--- config.mk ---
export PLATFORM = sky130hd
export DESIGN_NAME = pipelined_shifter_flat
export DESIGN_NICKNAME = d
export VERILOG_FILES = /design/src/rtl/pipelined_shifter_if.sv /design/src/rtl/pipelined_shifter.sv /design/src/flat_wrapper.sv
export SDC_FILE = /design/constraint.sdc
export NUM_CORES = 1
export LEC_CHECK = 0
export BUFFER_PORTS_ARGS = -buffer_cell sky130_fd_sc_hd__buf_2
export CAP_MARGIN = 20
export CORE_ASPECT_RATIO = 0.9
export CORE_UTILIZATION = 45
export CTS_BUF_LIST = sky130_fd_sc_hd__clkbuf_4 sky130_fd_sc_hd__clkbuf_8
export DETAILED_ROUTE_END_ITERATION = 12
export PLACE_DENSITY_LB_ADDON = 0.1
export SLEW_MARGIN = 25
export SYNTH_ARGS = -nofsm -noshare
export SYNTH_HDL_FRONTEND = slang
export SYNTH_HIERARCHICAL = 1
export SYNTH_SLANG_ARGS = --single-unit
--- constraint.sdc ---
create_clock -name clk -period 1.7 [get_ports clk]
set_clock_uncertainty 0.1 [all_clocks]
set_input_delay 0.17 -clock clk [delete_from_list [all_inputs] [get_ports clk]]
set_output_delay 0.17 -clock clk [all_outputs]
set_load 0.05 [all_outputs]
--- src/rtl/pipelined_shifter_if.sv ---
// Operand/result handshake bundle for the pipelined shifter.
// master = producer/consumer side, slave = the shifter itself.
interface pipelined_shifter_if #(
    parameter int WIDTH = 32,
    parameter int TAG_W = 5
);
    localparam int LOG2W = $clog2(WIDTH);

    logic             in_valid;
    logic             in_ready;
    logic [WIDTH-1:0] in_data;
    logic [LOG2W-1:0] in_shamt;
    logic [2:0]       in_op;
    logic [TAG_W-1:0] in_tag;
    logic             out_valid;
    logic             out_ready;
    logic [WIDTH-1:0] out_data;
    logic [TAG_W-1:0] out_tag;

    modport master (
        output in_valid, in_data, in_shamt, in_op, in_tag, out_ready,
        input  in_ready, out_valid, out_data, out_tag
    );

    modport slave (
        input  in_valid, in_data, in_shamt, in_op, in_tag, out_ready,
        output in_ready, out_valid, out_data, out_tag
    );
endinterface

--- src/rtl/pipelined_shifter.sv ---
// Pipelined barrel shifter: SLL/SRL/SRA/ROL/ROR plus pass-through.
// The log2(WIDTH) power-of-two steps are spread over STAGES register
// stages; each stage has its own valid bit and a ready chain so a stalled
// output back-pressures only as far as there are full stages.

// One pipeline stage: the shift steps it owns, followed by its register.
module pipelined_shifter_stage #(
    parameter int WIDTH  = 32,
    parameter int STAGES = 2,
    parameter int TAG_W  = 5,
    parameter int LOG2W  = 5,
    parameter int IDX    = 0
) (
    input  logic             clk,
    input  logic             reset_n,
    input  logic             flush,
    input  logic             ld,
    input  logic             v_i,
    input  logic [WIDTH-1:0] d_i,
    input  logic [LOG2W-1:0] sh_i,
    input  logic [2:0]       op_i,
    input  logic [TAG_W-1:0] tag_i,
    input  logic             s_i,
    output logic             v_o,
    output logic [WIDTH-1:0] d_o,
    output logic [LOG2W-1:0] sh_o,
    output logic [2:0]       op_o,
    output logic [TAG_W-1:0] tag_o,
    output logic             s_o
);
    localparam logic [2:0] OP_SLL = 3'b000;
    localparam logic [2:0] OP_SRL = 3'b001;
    localparam logic [2:0] OP_SRA = 3'b010;
    localparam logic [2:0] OP_ROL = 3'b011;
    localparam logic [2:0] OP_ROR = 3'b100;

    logic [WIDTH-1:0] d_sh;

    // Apply every step k with floor(k*STAGES/LOG2W) == IDX; steps compose
    // because each op is closed under repeated application.
    always_comb begin
        d_sh = d_i;
        for (int k = 0; k < LOG2W; k++) begin
            if (((k * STAGES) / LOG2W) == IDX && sh_i[k]) begin
                case (op_i)
                    OP_SLL:  d_sh = d_sh << (1 << k);
                    OP_SRL:  d_sh = d_sh >> (1 << k);
                    OP_SRA:  d_sh = (d_sh >> (1 << k)) | ({WIDTH{s_i}} << (WIDTH - (1 << k)));
                    OP_ROL:  d_sh = (d_sh << (1 << k)) | (d_sh >> (WIDTH - (1 << k)));
                    OP_ROR:  d_sh = (d_sh >> (1 << k)) | (d_sh << (WIDTH - (1 << k)));
                    default: d_sh = d_sh;
                endcase
            end
        end
    end

    // Stage register: flush kills validity, otherwise load when there is room
    always_ff @(posedge clk or negedge reset_n) begin
        if (!reset_n) begin
            v_o   <= 1'b0;
            d_o   <= '0;
            sh_o  <= '0;
            op_o  <= '0;
            tag_o <= '0;
            s_o   <= 1'b0;
        end else if (flush) begin
            v_o <= 1'b0;
        end else if (ld) begin
            v_o   <= v_i;
            d_o   <= d_sh;
            sh_o  <= sh_i;
            op_o  <= op_i;
            tag_o <= tag_i;
            s_o   <= s_i;
        end
    end
endmodule

module pipelined_shifter #(
    parameter int WIDTH  = 32,
    parameter int STAGES = 2,
    parameter int TAG_W  = 5
) (
    input  logic                clk,
    input  logic                reset_n,
    input  logic                flush,
    pipelined_shifter_if.slave  bus
);
    localparam int LOG2W = $clog2(WIDTH);

    // Index 0 is the input port, index s+1 is the register of stage s.
    logic [STAGES:0]            vld_pipe;
    logic [STAGES:0]            rdy;
    logic [STAGES:0][WIDTH-1:0] dat_pipe;
    logic [STAGES:0][LOG2W-1:0] sh_pipe;
    logic [STAGES:0][2:0]       op_pipe;
    logic [STAGES:0][TAG_W-1:0] tag_pipe;
    logic [STAGES:0]            sgn_pipe;
    logic                       unused_tail;

    assign vld_pipe[0] = bus.in_valid;
    assign dat_pipe[0] = bus.in_data;
    assign sh_pipe[0]  = bus.in_shamt;
    assign op_pipe[0]  = bus.in_op;
    assign tag_pipe[0] = bus.in_tag;
    assign sgn_pipe[0] = bus.in_data[WIDTH-1];

    // Ready ripples back from the consumer: a stage can take data if it is
    // empty or its own contents move on this cycle.
    always_comb begin
        rdy         = '0;
        rdy[STAGES] = bus.out_ready;
        for (int s = STAGES - 1; s >= 0; s--)
            rdy[s] = !vld_pipe[s+1] || rdy[s+1];
    end

    for (genvar s = 0; s < STAGES; s++) begin : g_stage
        pipelined_shifter_stage #(
            .WIDTH (WIDTH),
            .STAGES(STAGES),
            .TAG_W (TAG_W),
            .LOG2W (LOG2W),
            .IDX   (s)
        ) u_stage (
            .clk    (clk),
            .reset_n(reset_n),
            .flush  (flush),
            .ld     (rdy[s]),
            .v_i    (vld_pipe[s]),
            .d_i    (dat_pipe[s]),
            .sh_i   (sh_pipe[s]),
            .op_i   (op_pipe[s]),
            .tag_i  (tag_pipe[s]),
            .s_i    (sgn_pipe[s]),
            .v_o    (vld_pipe[s+1]),
            .d_o    (dat_pipe[s+1]),
            .sh_o   (sh_pipe[s+1]),
            .op_o   (op_pipe[s+1]),
            .tag_o  (tag_pipe[s+1]),
            .s_o    (sgn_pipe[s+1])
        );
    end

    assign bus.in_ready  = rdy[0];
    assign bus.out_valid = vld_pipe[STAGES];
    assign bus.out_data  = dat_pipe[STAGES];
    assign bus.out_tag   = tag_pipe[STAGES];

    // Control fields leaving the last stage have no consumer.
    assign unused_tail = ^{sh_pipe[STAGES], op_pipe[STAGES], sgn_pipe[STAGES]};
endmodule

--- src/flat_wrapper.sv ---
// flat-port wrapper written by rule: the top's interface ports become plain ports
module pipelined_shifter_flat 
#(
    parameter int WIDTH  = 32,
    parameter int STAGES = 2,
    parameter int TAG_W  = 5
)
  (clk, reset_n, flush, bus_in_valid, bus_in_data, bus_in_shamt, bus_in_op, bus_in_tag, bus_out_ready, bus_in_ready, bus_out_valid, bus_out_data, bus_out_tag);
  pipelined_shifter_if #(.WIDTH(WIDTH), .TAG_W(TAG_W)) bus_i ();
  input  logic clk;
  input  logic reset_n;
  input  logic flush;
  input wire logic [$bits(bus_i.in_valid)-1:0] bus_in_valid;
  input wire logic [$bits(bus_i.in_data)-1:0] bus_in_data;
  input wire logic [$bits(bus_i.in_shamt)-1:0] bus_in_shamt;
  input wire logic [$bits(bus_i.in_op)-1:0] bus_in_op;
  input wire logic [$bits(bus_i.in_tag)-1:0] bus_in_tag;
  input wire logic [$bits(bus_i.out_ready)-1:0] bus_out_ready;
  output wire logic [$bits(bus_i.in_ready)-1:0] bus_in_ready;
  output wire logic [$bits(bus_i.out_valid)-1:0] bus_out_valid;
  output wire logic [$bits(bus_i.out_data)-1:0] bus_out_data;
  output wire logic [$bits(bus_i.out_tag)-1:0] bus_out_tag;
  assign bus_i.in_valid = bus_in_valid;
  assign bus_i.in_data = bus_in_data;
  assign bus_i.in_shamt = bus_in_shamt;
  assign bus_i.in_op = bus_in_op;
  assign bus_i.in_tag = bus_in_tag;
  assign bus_i.out_ready = bus_out_ready;
  assign bus_in_ready = bus_i.in_ready;
  assign bus_out_valid = bus_i.out_valid;
  assign bus_out_data = bus_i.out_data;
  assign bus_out_tag = bus_i.out_tag;
  pipelined_shifter #(.WIDTH(WIDTH), .STAGES(STAGES), .TAG_W(TAG_W)) u_core (.clk(clk), .reset_n(reset_n), .flush(flush), .bus(bus_i));
endmodule
# Word-level counts from Yosys, hierarchy flattened
# Index checks and enable logic that the tools add are counted.
# word_totals
ff_bits	85
word_cells	57
# classes
bitwise_logic	15
n_mux	14
reduce_logical	11
n_eq_ne	8
# ops
op	count
$pmux 32 s5	4
$mux 32	5
$pmux 32 s4	1
$or 16x32->32	2
$or 24x32->32	2
$or 28x32->32	2
$or 30x32->32	2
$or 31x32->32	2
$or 32x1->32	1
$or 32x2->32	1
$or 32x4->32	1
$or 32x8->32	1
$eq 3x2->1 const B	4
$eq 3x1->1 const B	2
$eq 3x3->1 const B	2
$logic_not 3->1	2
$mux 1	4
$reduce_and 2->1	2
$reduce_bool 2->1	2
$logic_not 1->1	2
$logic_or 1x1->1	2
$reduce_or 2->1	1
$not 1->1	1

# Depth between registers and ports, before layout
# logic_depth
depth_word	9
depth_mapped	11

# By module
# Netlist, hierarchy kept.
# modules_own_cells
module	cells_per_inst	n_inst	area_per_inst_um2
pipelined_shifter_stage at u_core.g_stage[0].u_stage	709	1	5112.4
pipelined_shifter_stage at u_core.g_stage[1].u_stage	347	1	3011.6
pipelined_shifter	2	1	13.8

# Worst setup path after synthesis
# No wires, ideal clock.
# synth_timing
path_type	reg-to-reg
from	reg u_core.g_stage[1].u_stage.v_o
to	reg u_core.g_stage[0].u_stage.d_o[17]
arrival_time_ns	2.291
period_less_slack_ns	2.486
setup_ns	0.095
path_stages_with_launch	7
slack_ns	-0.786
cell_sequence	dfrtp_1 nand3b_1 nor2b_1 clkbuf_1 clkbuf_1 nand2_1 o31ai_1
# synth_between
elab_chain_cells	4
# synth_rtl
item	line_no	text
start, declared	pipelined_shifter.sv:24	output logic v_o,
start signal, assigned	pipelined_shifter.sv:69	v_o <= v_i;
$logic_not 1->1	pipelined_shifter.sv:114	rdy[s] = !vld_pipe[s+1] || rdy[s+1];
$logic_or 1x1->1 (2 in series)	pipelined_shifter.sv:114	
via bus_in_ready	flat_wrapper.sv:19	output wire logic [$bits(bus_i.in_ready)-1:0] bus_in_ready;
$reduce_and 2->1 (no source line)	-	
end signal, assigned	pipelined_shifter.sv:70	d_o <= d_sh;
end, declared	pipelined_shifter.sv:25	output logic [WIDTH-1:0] d_o,
# The timed path passes the listed nets, and every way through them passes these cells.
# A chain may end at the register's enable or synchronous reset.

# Worst setup path in the final report
# layout_timing
from	reg u_core.g_stage[0].u_stage.op_o[0]
to	reg u_core.g_stage[1].u_stage.d_o[13]
# layout_between
elab_chain_cells	6
word_cells_on_any_way	12
cone_classes	eq/ne (4); mux (4); bitwise (2); reduce/logical (2)
# layout_rtl
item	line_no	text
start, declared	pipelined_shifter.sv:27	output logic [2:0] op_o,
start signal, assigned	pipelined_shifter.sv:72	op_o <= op_i;
$eq 3x3->1 (tied with other cells)	pipelined_shifter.sv:45	case (op_i)
$pmux 32 s5	pipelined_shifter.sv:45	
$mux 32	pipelined_shifter.sv:44	if (((k * STAGES) / LOG2W) == IDX && sh_i[k]) begin
$or 16x32->32, on equally long branches	pipelined_shifter.sv:49, pipelined_shifter.sv:50, pipelined_shifter.sv:48	
$pmux 32 s4	pipelined_shifter.sv:45	
$mux 32 (*)	pipelined_shifter.sv:44	
end signal, assigned	pipelined_shifter.sv:70	
end, declared	pipelined_shifter.sv:25	
# Every way passes the cells marked *; elsewhere a longest branch is shown, timed or not.

==> key figures <==
Timing
  • Endpoints failing hold: 1
  • Tmin final: between 1500 and 2000 ps
  • Relative slew slack: ~60%
  • RSZ-0062 raised after global routing: yes
  • Fmax achieved: between 500 and 600 MHz
  • Slew @ Worst Pin: around 620 ps
  • Tightest hold margin: -23.33 ps
  • Setup ws final: -295.6 ps
  • Max Slew Vio Count: 0
  • Tcrit/Tclk final: 117.4%
  • # setup viols final: 63

Global route
  • Largest net degree at the start of global routing: 32
  • Initial antenna violation count: 0
  • Grt total ovfl: 0
  • Vias in the first global route: ~10,000
  • First-pass GRT wire length: between 50 and 60 mm
  • Total GRT Usage: 42.07%

Floorplan
  • Site Rows: 45
  • Die W: between 100 and 150 um
  • Core area: between 15,000 and 20,000 sq um
  • # IOs: slightly below 90
  • Die height: between 100 and 150 um
  • Die Area: between 15,000 and 20,000 sq um
  • Initial Utilization: a little under half

Drt
  • WL per Instance: 24.97 um
  • # DRC: 0
  • Drt pass-1 iters: 6
  • Antenna Nets Post-Route: 0
  • DR iter-0 viols: between 1,500 and 2,000
  • Via count: ~11,000
  • Vias/cell: 6.790
  • DRT Wirelength: between 40 and 50 mm

Clock network
  • TritonCTS clock tree: yes
  • Number of H-tree levels: 3
  • Num Clock Sinks: 82
  • Clock transition at the registers of the reported paths: ~80 ps
  • Worst skew pair latency: around 360 ps
  • CTS buffer count: 9
  • Root buf cell: clkbuf_8
  • CTS Buffer Depth: 2

Final layout
  • Core Util, Final: around 82%
  • # diodes: 0
  • Fill cell count: approximately 1,000
  • Final net count: ~1,500
  • Area of the multi-input gates: 7154 sq um
  • Area delta synth->final: 79.95%
  • Register area: 2058 sq um
  • Fraction of layout cells with a size suffix above 1: between 50 and 60%

Power
  • Switching Share: between 40% and 50%
  • Combinational share of power: between 60% and 70%
  • Pwr Total: roughly 11,000 uW
  • Switching Power: ~4900 uW
  • Power Density: 778.5 nW/um^2
  • Pleak: a little under 0.006 uW
  • Cell internal pwr: between 5000 and 6000 uW
  • Max rail drop VDD: about 550 uV
  • Seq pwr share: 24.7%
  • Clk pwr share: between 10% and 20%

Critical path
  • Critical path fanouts, max: 5
  • CP startpoint kind: flop
  • Kind of critical path: flop to flop
  • Worst Path Arrival: 2140 ps
  • Crit. End Element: flop
  • Critical path required time: approximately 1900 ps

Synth
  • Synth Instances: 1,014
  • Syn Nets: 1,064
  • Mean Syn Cell Area: 7.608 sq um
  • Yosys warns: 6
  • Synthesized cell area: between 7000 and 8000 sq um

Hold path
  • Hold crit path type: input port to flop

Run
  • Max cap viols: 0

Run status
  • Status: finished with violations
  • Failing checks: negative hold slack, negative setup slack

Placed design
  • RePlAce Congestion: 1.020
  • HPWL after detailed placement: 27.39 mm
  • IO buf count: 88
==> layout make-up <==
class | count | area share, %
sequential | 82 | 14.83
tap | 211 | 1.902
clock buffer | 10 | 0.9913
multi-input combinational | 827 | 51.53
clock inverter | 6 | 0.6489
timing repair buffer | 474 | 29.78
inverter | 12 | 0.3244
==> final timing paths <==
| kind | from | end | slack, ps | cells after the start |
|---|---|---|---|---|
| min reg2reg | u_core/g_stage[0].u_stage/tag_o[2] | u_core/g_stage[1].u_stage/tag_o[2] | 370 | 2 |
| min in group asynchronous | reset_n | u_core/g_stage[0].u_stage/op_o[1] | 180 | 2 |
| max | u_core/g_stage[0].u_stage/op_o[0] | u_core/g_stage[1].u_stage/d_o[13] | -300 | 8 |
| max in group asynchronous | reset_n | u_core/g_stage[1].u_stage/v_o | 810 | 3 |
| max reg2reg | u_core/g_stage[0].u_stage/op_o[0] | u_core/g_stage[1].u_stage/d_o[13] | -300 | 8 |
| min | flush | u_core/g_stage[0].u_stage/v_o | -20 | 2 |
==> flip-flops by register name, indices dropped and copies added (netlist names) <==
signal                        count
u_core/g_stage.u_stage/sh_o       2
u_core/g_stage.u_stage/tag_o     10
u_core/g_stage.u_stage/s_o        1
u_core/g_stage.u_stage/op_o       3
u_core/g_stage.u_stage/v_o        2
u_core/g_stage.u_stage/d_o       64
==> cell usage in the layout, fill, tap and decap left out, drive strengths merged, types with 11 or more instances in the layout <==
cell	instances
dfrtp	82
mux2i	29
o21ai	94
nor3	21
clkbuf	13
o221ai	13
a22oi	27
nor2b	16
o22a	19
mux2	12
o21a	14
buf	461
nand3	33
nor2	103
nand2	138
a21oi	62
a211oi	12
o22ai	17
a221oi	19
nand2b	13
inv	11
o211ai	29
a31oi	32
==> timing repair <==
action / 4_1_cts / 5_1_grt
cloned: 2 / 3
endpoints found under the setup margin: 64 / 65
buffers inserted: 47 / 51
hold buffers: 11 / 0
gates resized for setup: 242 / 275
pin swaps: 123 / 172
endpoints found under the hold margin: 91 / 0
==> per-layer routing <==
layer	track usage (%)	wire length (um)	up-vias
met5	0	0	-
met4	12.54	1733	0
met3	9.696	5189	194
met2	64.24	17720	871
met1	58.90	15850	5277
li1	-	-	4672
==> per-stage QoR <==
stage	setup TNS [ps]	worst slack [ps]	cells	hold WS (ps)	cell area (sq um)
2_1_floorplan	-15180	-451.4	1014	-225.6	7976
3_3_place_gp	-27430	-836.3	1509	30.57	10520
3_5_place_dp	-28780	-787.3	1509	19.82	10520
4_1_cts	-7642	-246.1	1580	106.5	12250
5_1_grt	-13160	-384.2	1622	10.60	13880
6_report	-10540	-295.6	1622	-23.33	13880
==> worst max-delay path, cell delays in order, from the launching register on <==
cell and delay (ps):
dfrtp_2 520, xor2_2 230, o211ai_1 110, buf_4 170, buf_6 120, buf_6 100
o221a_4 260, a32oi_2 190, nand2_1 80
==> power by group through the flow <==
stage / combinational, uW / clock, uW / sequential, uW
2_1_floorplan: 2030 / 0 / 3420
4_1_cts: 5500 / 1630 / 2640
3_5_place_dp: 4800 / 0 / 2650
6_report: 6530 / 1610 / 2670
3_3_place_gp: 4770 / 0 / 2640
5_1_grt: 6760 / 1710 / 2710
No activity file was read; power rests on OpenSTA's default activity.
